### src/rtl/video_effects_pkg.sv
// Shared definitions for the video effects control stage and the effects stage.
package video_effects_pkg;

  localparam int unsigned DATA_W     = 16;
  localparam int unsigned EFFECT_W   = 5;
  localparam int unsigned CSR_ADDR_W = 3;
  localparam int unsigned CSR_DATA_W = 32;
  localparam int unsigned BEAT_W     = DATA_W + 2;

  localparam logic [CSR_ADDR_W-1:0] CSR_EFFECT = 3'd0;
  localparam logic [CSR_ADDR_W-1:0] CSR_DELETE = 3'd1;
  localparam logic [CSR_ADDR_W-1:0] CSR_SUBST  = 3'd2;
  localparam logic [CSR_ADDR_W-1:0] CSR_STATUS = 3'd3;
  localparam logic [CSR_ADDR_W-1:0] CSR_FRAMES = 3'd4;
  localparam logic [CSR_ADDR_W-1:0] CSR_ACTIVE = 3'd5;

  localparam int unsigned STATUS_DIRTY_BIT    = 0;
  localparam int unsigned STATUS_SIZE_ERR_BIT = 1;

  // One-hot effect selects understood by the effects stage; zero is pass-through.
  localparam logic [EFFECT_W-1:0] FX_NONE   = 5'b00000;
  localparam logic [EFFECT_W-1:0] FX_GRAY   = 5'b00001;
  localparam logic [EFFECT_W-1:0] FX_INVERT = 5'b00010;
  localparam logic [EFFECT_W-1:0] FX_DELETE = 5'b00100;
  localparam logic [EFFECT_W-1:0] FX_SUBST  = 5'b01000;
  localparam logic [EFFECT_W-1:0] FX_MIRROR = 5'b10000;

  localparam logic [DATA_W-1:0] DELETE_COLOR_RST = 16'h0000;
  localparam logic [DATA_W-1:0] SUBST_COLOR_RST  = 16'h0000;

  typedef struct packed {
    logic              sop;
    logic              eop;
    logic [DATA_W-1:0] data;
  } beat_t;

endpackage

### src/rtl/video_stream_skid.sv
// Generic Avalon-ST register slice: one output register plus one skid entry.
// o_load_c pulses on every edge that loads the output register, with the loaded payload.
module video_stream_skid #(
  parameter int unsigned W = 18
) (
  input  logic         clk,
  input  logic         rst_n,
  input  logic [W-1:0] i_data,
  input  logic         i_valid,
  output logic         o_ready,
  output logic [W-1:0] o_data,
  output logic         o_valid,
  input  logic         i_ready,
  output logic         o_load_c,
  output logic [W-1:0] o_load_data_c
);

  logic         r_out_valid;
  logic [W-1:0] r_out_data;
  logic         r_skid_valid;
  logic [W-1:0] r_skid_data;
  logic         r_in_ready;

  logic         w_accept;
  logic         w_out_free;
  logic         w_load;
  logic [W-1:0] w_load_data;
  logic         w_skid_fill;
  logic         w_skid_valid_nxt;

  assign w_accept         = i_valid & r_in_ready;
  assign w_out_free       = ~r_out_valid | i_ready;
  // The skid has priority over the sink so ordering is preserved.
  assign w_load           = (r_skid_valid | w_accept) & w_out_free;
  assign w_load_data      = r_skid_valid ? r_skid_data : i_data;
  assign w_skid_fill      = w_accept & ~w_out_free & ~r_skid_valid;
  assign w_skid_valid_nxt = r_skid_valid ? ~w_out_free : w_skid_fill;

  always_ff @(posedge clk or negedge rst_n) begin
    if (!rst_n) begin
      r_out_valid  <= 1'b0;
      r_out_data   <= '0;
      r_skid_valid <= 1'b0;
      r_skid_data  <= '0;
      r_in_ready   <= 1'b0;
    end else begin
      r_in_ready   <= ~w_skid_valid_nxt;
      r_skid_valid <= w_skid_valid_nxt;
      if (w_skid_fill) begin
        r_skid_data <= i_data;
      end
      if (w_load) begin
        r_out_valid <= 1'b1;
        r_out_data  <= w_load_data;
      end else if (i_ready) begin
        r_out_valid <= 1'b0;
      end
    end
  end

  assign o_ready       = r_in_ready;
  assign o_valid       = r_out_valid;
  assign o_data        = r_out_data;
  assign o_load_c      = w_load;
  assign o_load_data_c = w_load_data;

endmodule

### src/rtl/video_effects_ctrl.sv
// Effect CSR file with frame-aligned commit, stream register slice and frame-size checker
// sitting directly in front of the pixel effects stage.
module video_effects_ctrl
  import video_effects_pkg::*;
#(
  parameter int unsigned FRAME_PIXELS = 76800
) (
  input  logic                  clk,
  input  logic                  reset,
  input  logic [CSR_ADDR_W-1:0] avs_address,
  input  logic                  avs_read,
  input  logic                  avs_write,
  input  logic [CSR_DATA_W-1:0] avs_writedata,
  output logic [CSR_DATA_W-1:0] avs_readdata,
  input  logic [DATA_W-1:0]     in_data,
  input  logic                  in_valid,
  input  logic                  in_sop,
  input  logic                  in_eop,
  output logic                  in_ready,
  output logic [DATA_W-1:0]     out_data,
  output logic                  out_valid,
  output logic                  out_sop,
  output logic                  out_eop,
  input  logic                  out_ready,
  output logic [EFFECT_W-1:0]   effect,
  output logic [DATA_W-1:0]     effect_delete_color,
  output logic [DATA_W-1:0]     effect_substitute_color
);

  localparam int unsigned CNT_W = $clog2(FRAME_PIXELS + 1);

  logic [EFFECT_W-1:0]   r_pend_effect;
  logic [DATA_W-1:0]     r_pend_delete;
  logic [DATA_W-1:0]     r_pend_subst;
  logic                  r_pend_dirty;
  logic                  r_size_err;
  logic [CSR_DATA_W-1:0] r_frames;
  logic [EFFECT_W-1:0]   r_effect;
  logic [DATA_W-1:0]     r_delete;
  logic [DATA_W-1:0]     r_subst;
  logic [CSR_DATA_W-1:0] r_readdata;
  logic [CNT_W-1:0]      r_cnt;
  logic                  r_open;

  beat_t                 w_in_beat;
  beat_t                 w_out_beat;
  beat_t                 w_load_beat;
  logic                  w_load;
  logic                  w_accept;
  logic                  w_commit;
  logic                  w_wr_pend;
  logic                  w_clr_err;
  logic                  w_clr_frames;
  logic [CNT_W-1:0]      w_cnt_nxt;
  logic                  w_open_nxt;
  logic                  w_frame_err;
  logic [CSR_DATA_W-1:0] w_status;
  logic [CSR_DATA_W-1:0] w_rd_mux;
  logic                  w_unused;

  assign w_in_beat = '{sop: in_sop, eop: in_eop, data: in_data};

  video_stream_skid #(
    .W (BEAT_W)
  ) u_skid (
    .clk           (clk),
    .rst_n         (reset),
    .i_data        (w_in_beat),
    .i_valid       (in_valid),
    .o_ready       (in_ready),
    .o_data        (w_out_beat),
    .o_valid       (out_valid),
    .i_ready       (out_ready),
    .o_load_c      (w_load),
    .o_load_data_c (w_load_beat)
  );

  assign out_data     = w_out_beat.data;
  assign out_sop      = w_out_beat.sop;
  assign out_eop      = w_out_beat.eop;
  assign w_accept     = in_valid & in_ready;
  assign w_commit     = w_load & w_load_beat.sop;
  assign w_wr_pend    = avs_write & (avs_address <= CSR_SUBST);
  assign w_clr_err    = avs_write & (avs_address == CSR_STATUS) & avs_writedata[STATUS_SIZE_ERR_BIT];
  assign w_clr_frames = avs_write & (avs_address == CSR_FRAMES);
  assign w_unused     = ^{avs_writedata[CSR_DATA_W-1:DATA_W], w_load_beat.eop, w_load_beat.data};

  // Frame-size checker; the counter saturates at FRAME_PIXELS so long frames still fail at eop.
  always_comb begin
    w_cnt_nxt   = r_cnt;
    w_open_nxt  = r_open;
    w_frame_err = 1'b0;
    if (w_accept) begin
      if (in_sop) begin
        w_frame_err = r_open;
        w_cnt_nxt   = CNT_W'(1);
        w_open_nxt  = 1'b1;
        if (in_eop) begin
          w_open_nxt = 1'b0;
          if (FRAME_PIXELS != 1) begin
            w_frame_err = 1'b1;
          end
        end
      end else if (!r_open) begin
        w_frame_err = 1'b1;
      end else begin
        if (r_cnt != CNT_W'(FRAME_PIXELS)) begin
          w_cnt_nxt = r_cnt + CNT_W'(1);
        end
        if (in_eop) begin
          w_open_nxt = 1'b0;
          if (r_cnt != CNT_W'(FRAME_PIXELS - 1)) begin
            w_frame_err = 1'b1;
          end
        end
      end
    end
  end

  always_comb begin
    w_status                      = '0;
    w_status[STATUS_DIRTY_BIT]    = r_pend_dirty;
    w_status[STATUS_SIZE_ERR_BIT] = r_size_err;
    w_rd_mux                      = '0;
    case (avs_address)
      CSR_EFFECT: w_rd_mux = CSR_DATA_W'(r_pend_effect);
      CSR_DELETE: w_rd_mux = CSR_DATA_W'(r_pend_delete);
      CSR_SUBST:  w_rd_mux = CSR_DATA_W'(r_pend_subst);
      CSR_STATUS: w_rd_mux = w_status;
      CSR_FRAMES: w_rd_mux = r_frames;
      CSR_ACTIVE: w_rd_mux = CSR_DATA_W'(r_effect);
      default:    w_rd_mux = '0;
    endcase
  end

  // A commit samples pending before any same-edge CSR write lands.
  always_ff @(posedge clk or negedge reset) begin
    if (!reset) begin
      r_pend_effect <= FX_NONE;
      r_pend_delete <= DELETE_COLOR_RST;
      r_pend_subst  <= SUBST_COLOR_RST;
      r_pend_dirty  <= 1'b0;
      r_size_err    <= 1'b0;
      r_frames      <= '0;
      r_effect      <= FX_NONE;
      r_delete      <= DELETE_COLOR_RST;
      r_subst       <= SUBST_COLOR_RST;
      r_readdata    <= '0;
      r_cnt         <= '0;
      r_open        <= 1'b0;
    end else begin
      if (avs_write) begin
        case (avs_address)
          CSR_EFFECT: r_pend_effect <= avs_writedata[EFFECT_W-1:0];
          CSR_DELETE: r_pend_delete <= avs_writedata[DATA_W-1:0];
          CSR_SUBST:  r_pend_subst  <= avs_writedata[DATA_W-1:0];
          default:    ;
        endcase
      end
      if (w_wr_pend) begin
        r_pend_dirty <= 1'b1;
      end else if (w_commit) begin
        r_pend_dirty <= 1'b0;
      end
      if (w_commit) begin
        r_effect <= r_pend_effect;
        r_delete <= r_pend_delete;
        r_subst  <= r_pend_subst;
      end
      if (w_frame_err) begin
        r_size_err <= 1'b1;
      end else if (w_clr_err) begin
        r_size_err <= 1'b0;
      end
      if (w_clr_frames) begin
        r_frames <= '0;
      end else if (w_accept && in_eop) begin
        r_frames <= r_frames + CSR_DATA_W'(1);
      end
      r_cnt      <= w_cnt_nxt;
      r_open     <= w_open_nxt;
      r_readdata <= avs_read ? w_rd_mux : '0;
    end
  end

  assign avs_readdata            = r_readdata;
  assign effect                  = r_effect;
  assign effect_delete_color     = r_delete;
  assign effect_substitute_color = r_subst;

endmodule
### config.mk
export PLATFORM = sky130hd
export DESIGN_NAME = video_effects_ctrl
export DESIGN_NICKNAME = d
export VERILOG_FILES = /design/src/rtl/video_effects_pkg.sv /design/src/rtl/video_stream_skid.sv /design/src/rtl/video_effects_ctrl.sv
export SDC_FILE = /design/constraint.sdc
export NUM_CORES = 1
export LEC_CHECK = 0
export ABC_AREA = 1
export ABC_CLOCK_PERIOD_IN_PS = 1700
export CAP_MARGIN = 20
export CORE_MARGIN = 8
export CORE_UTILIZATION = 54
export CTS_CLUSTER_DIAMETER = 30
export DETAILED_ROUTE_END_ITERATION = 8
export PLACE_DENSITY = 0.81
export SETUP_SLACK_MARGIN = 0.02
export SYNTH_ARGS = -nofsm -noshare
export SYNTH_HDL_FRONTEND = slang
export SYNTH_SLANG_ARGS = --single-unit
### constraint.sdc
create_clock -name clk -period 1.7 [get_ports clk]
set_input_delay 0.17 -clock clk [delete_from_list [all_inputs] [get_ports clk]]
set_output_delay 0.17 -clock clk [all_outputs]
set_load 0.005 [all_outputs]
==> impl_metrics.ini <==
[synth]
syn_area_per_cell_um2 = 8.301
ys_ff_latch = 197
yosys_warnings = 0
netlist_instances = 1088
yosys.area.top_type = dfrtp_1
ys.flop_type = dfrtp_1
synth-edff-count = 0
seq_area_frac_synth_pct = 54.59
syn_nets = 1150
syn_area_um2 = 9031
yosys.area.top_type_share_pct = 54.59
synth_area_leaders = dfrtp_1 55%, nand2_1 12%, nor2_1 6.3%
synth-async-reset-ratio_pct = 100.0
ys_types = 37

[power]
seqPwrFrac_pct = 46.1
p_int_mw = 9.582
power.density_nw_per_um2 = 1179
peakVddDrop_mv = 0.9119
swShare_pct = 29.98
clkPwrFrac_pct = 30.4
p_leak_nw = 5.435
power.switching_mw = 4.102
p_comb_share_pct = 23.5

[global_routing]
grt_max_degree = 58
grt_first_pass_wirelength_mm = 38.16
grt_usage_pct = 22.23
grt_overflow_total = 0
grt_antenna_before_repair = 2
grt_pass1_vias = 7585

[final_layout]
drive_gt1_share_pct = 11.64
fillers = 1267
antennaDiodeCount = 0
area_growth_pct = 28.50
multi_input_area_um2 = 3451
fin_nets = 1320
register_area_um2 = 4932
utilization_pct = 70.48

[floorplanning]
fp.dieW_um = 145.3
die_height_um = 145.3
start_util_pct = 54.85
row_count = 47
pin_count = 148
core_area_um2 = 16470
dieArea_um2 = 21120

[placed_design]
gp_congestion = 0.8806
hpwl_mm = 16.62
preCtsSetupSlack_ns = -0.07126
portBuffers = 131

[setup_path]
cp_top_family = buffers and inverters
critPathBufInv = 1
worstPathCellList = clkdlybuf4s50_1
arrival_ns = 1.41
startpoint = effect[0]
endpoint_kind = primary output
cp_slowest_cell = clkdlybuf4s50_1
critical_path_class = flop to primary output
cp.required_ns = 1.53
start_kind = flop
cpPeakStageDelay_ns = 0.54
worstPathMaxFanout = 3
reg2reg_from = r_frames[13]

[detailed_routing]
first_pass_iters = 6
drc = 0
vias = 7730
ant_nets = 0
post_drt_via_cell_ratio = 5.184
totalWireLength_mm = 23.12
wire_per_inst_um = 15.50
drtIter0Drc = 658

[timing]
fin_skew_ns = 0.01277
tns_ns = 0
setup_violations = 0
slew_headroom_pct = 66.28
fmax_ghz = 0.6344
finalCritPeriodShare_pct = 92.73
slew_violations = 0
fin_crit_ns = 1.576
rsz0062_at_grt = true
final_hold_viol_count = 0
timing.final.ws_setup_ns = 0.1236
worst_pin_slew_ns = 0.5058

[clock_tree]
clkLatencyLatePin_ns = 0.45
root_buffer = clkbuf_16
cts_tree = built
cts_max_path_buffers = 2
cts_made_buffers = 17
clkSlewWorstSetupHoldPaths_ns = 0.08
h-tree-depth = 4
cts_num_sinks = 197

[flow_run]
cap_violations = 0

[status]
outcome = finished, final reports clean

[hold_path]
hold_path_class = input port to asynchronous set/reset pin
## kinds of logic after synthesis
kind of cell / count (synthesis) / synth area share [%]
buf+inv: 168 / 7.564
mux: 21 / 2.618
xor+xnor: 10 / 0.9699
fa+ha+maj: 3 / 0.4157
simple gates: 532 / 24.19
compound gates: 157 / 9.656
flops: 197 / 54.59
## cell usage in the layout, fill, tap and decap left out, drive strengths merged, types with 12 or more instances in the layout
cell type,synthesis,final
nor2,159,159
clkbuf,9,18
o22ai,12,12
dfrtp,197,197
a31oi,19,19
inv,132,137
nand3,50,50
a21oi,25,25
o21ai,93,93
mux2,21,21
nand4,12,12
nand2,301,301
clkdlybuf4s50,0,130
buf,26,54
## registers in the layout (all words and copies together), names as in the netlist, 5 cells and up
name                     count
r_pend_delete               16
r_cnt                       17
r_pend_effect                5
avs_readdata                32
r_frames                    32
effect_substitute_color     16
r_pend_subst                16
effect_delete_color         16
u_skid.o_data               18
u_skid.r_skid_data          18
effect                       5
## through the flow
step,cell area (µm²),power [mW],instances,hold WS [ns]
after floorplan,9031,7.582,1088,-0.1256
after global placement,10880,9.400,1454,0.1846
after detailed placement,10880,9.529,1454,0.1881
after CTS,11530,13.70,1487,0.2805
after global routing,11600,14.41,1491,0.3042
final,11600,13.68,1491,0.2706
## area by class of cell
cell class	count	share of cell area, %
Multi-Input combinational cell	723	29.74
Sequential cell	197	42.50
Clock inverter	15	1.790
Clock buffer	17	3.666
Inverter	133	4.345
Timing Repair Buffer	186	15.59
Tap cell	220	2.372
## synthesized netlist by cell type (2+ instances only)
| library cell | number |
|---|---|
| inv_1 | 127 |
| o221ai_1 | 5 |
| nand3_2 | 2 |
| o21ai_1 | 10 |
| nand2_1 | 294 |
| a21oi_1 | 25 |
| ha_1 | 3 |
| xor2_1 | 9 |
| nand2_4 | 2 |
| buf_2 | 23 |
| o21ai_2 | 5 |
| nor2_2 | 5 |
| buf_6 | 2 |
| inv_2 | 5 |
| a31oi_1 | 19 |
| clkbuf_2 | 3 |
| clkbuf_1 | 6 |
| nor2_1 | 151 |
| and2_1 | 2 |
| nand4_1 | 12 |
| o22ai_1 | 12 |
| mux2_2 | 20 |
| nor3_1 | 6 |
| o21ai_0 | 78 |
| dfrtp_1 | 197 |
| nand3_1 | 48 |
| nor2_4 | 3 |
| nand2_2 | 5 |
## path summary, 6_finish.rpt
path | to | slack, ns | cells past startpoint
worst max-delay path | effect[0] | 0.12 | 1
max in group asynchronous | r_frames[23] | 0.76 | 3
worst max register to register | r_frames[22] | 0.13 | 8
min in group clk | u_skid.o_data[15] | 0.31 | 3
worst min-delay path | r_pend_delete[0] | 0.27 | 2
worst min register to register | effect_substitute_color[5] | 0.48 | 2
## power groups by stage
| stage | sequential (mW) | clock [mW] | combinational [mW] |
|---|---|---|---|
| 2_1_floorplan | 6.28 | 0 | 1.30 |
| 3_3_place_gp | 6.33 | 0 | 3.07 |
| 3_5_place_dp | 6.36 | 0 | 3.17 |
| 4_1_cts | 6.29 | 4.21 | 3.20 |
| 5_1_grt | 6.43 | 4.39 | 3.59 |
| 6_report | 6.31 | 4.16 | 3.22 |
## repair_timing
action,CTS,global route
endpoints found under the hold margin,52,0
setup endpoints to repair,1,20
hold buffers,1,0
setup buffers,0,4
resized for setup,1,15
cloned,0,0
pin swaps,0,1
## routing by layer
metal,up-vias,part of all wire [%],track usage [%]
met4,4,2.4,8.433
met1,3646,44,28.19
met5,-,0.099,0
met2,225,48,36.26
li1,3803,-,-
met3,52,5.5,5.410
Power figures use the tool's default switching activity.
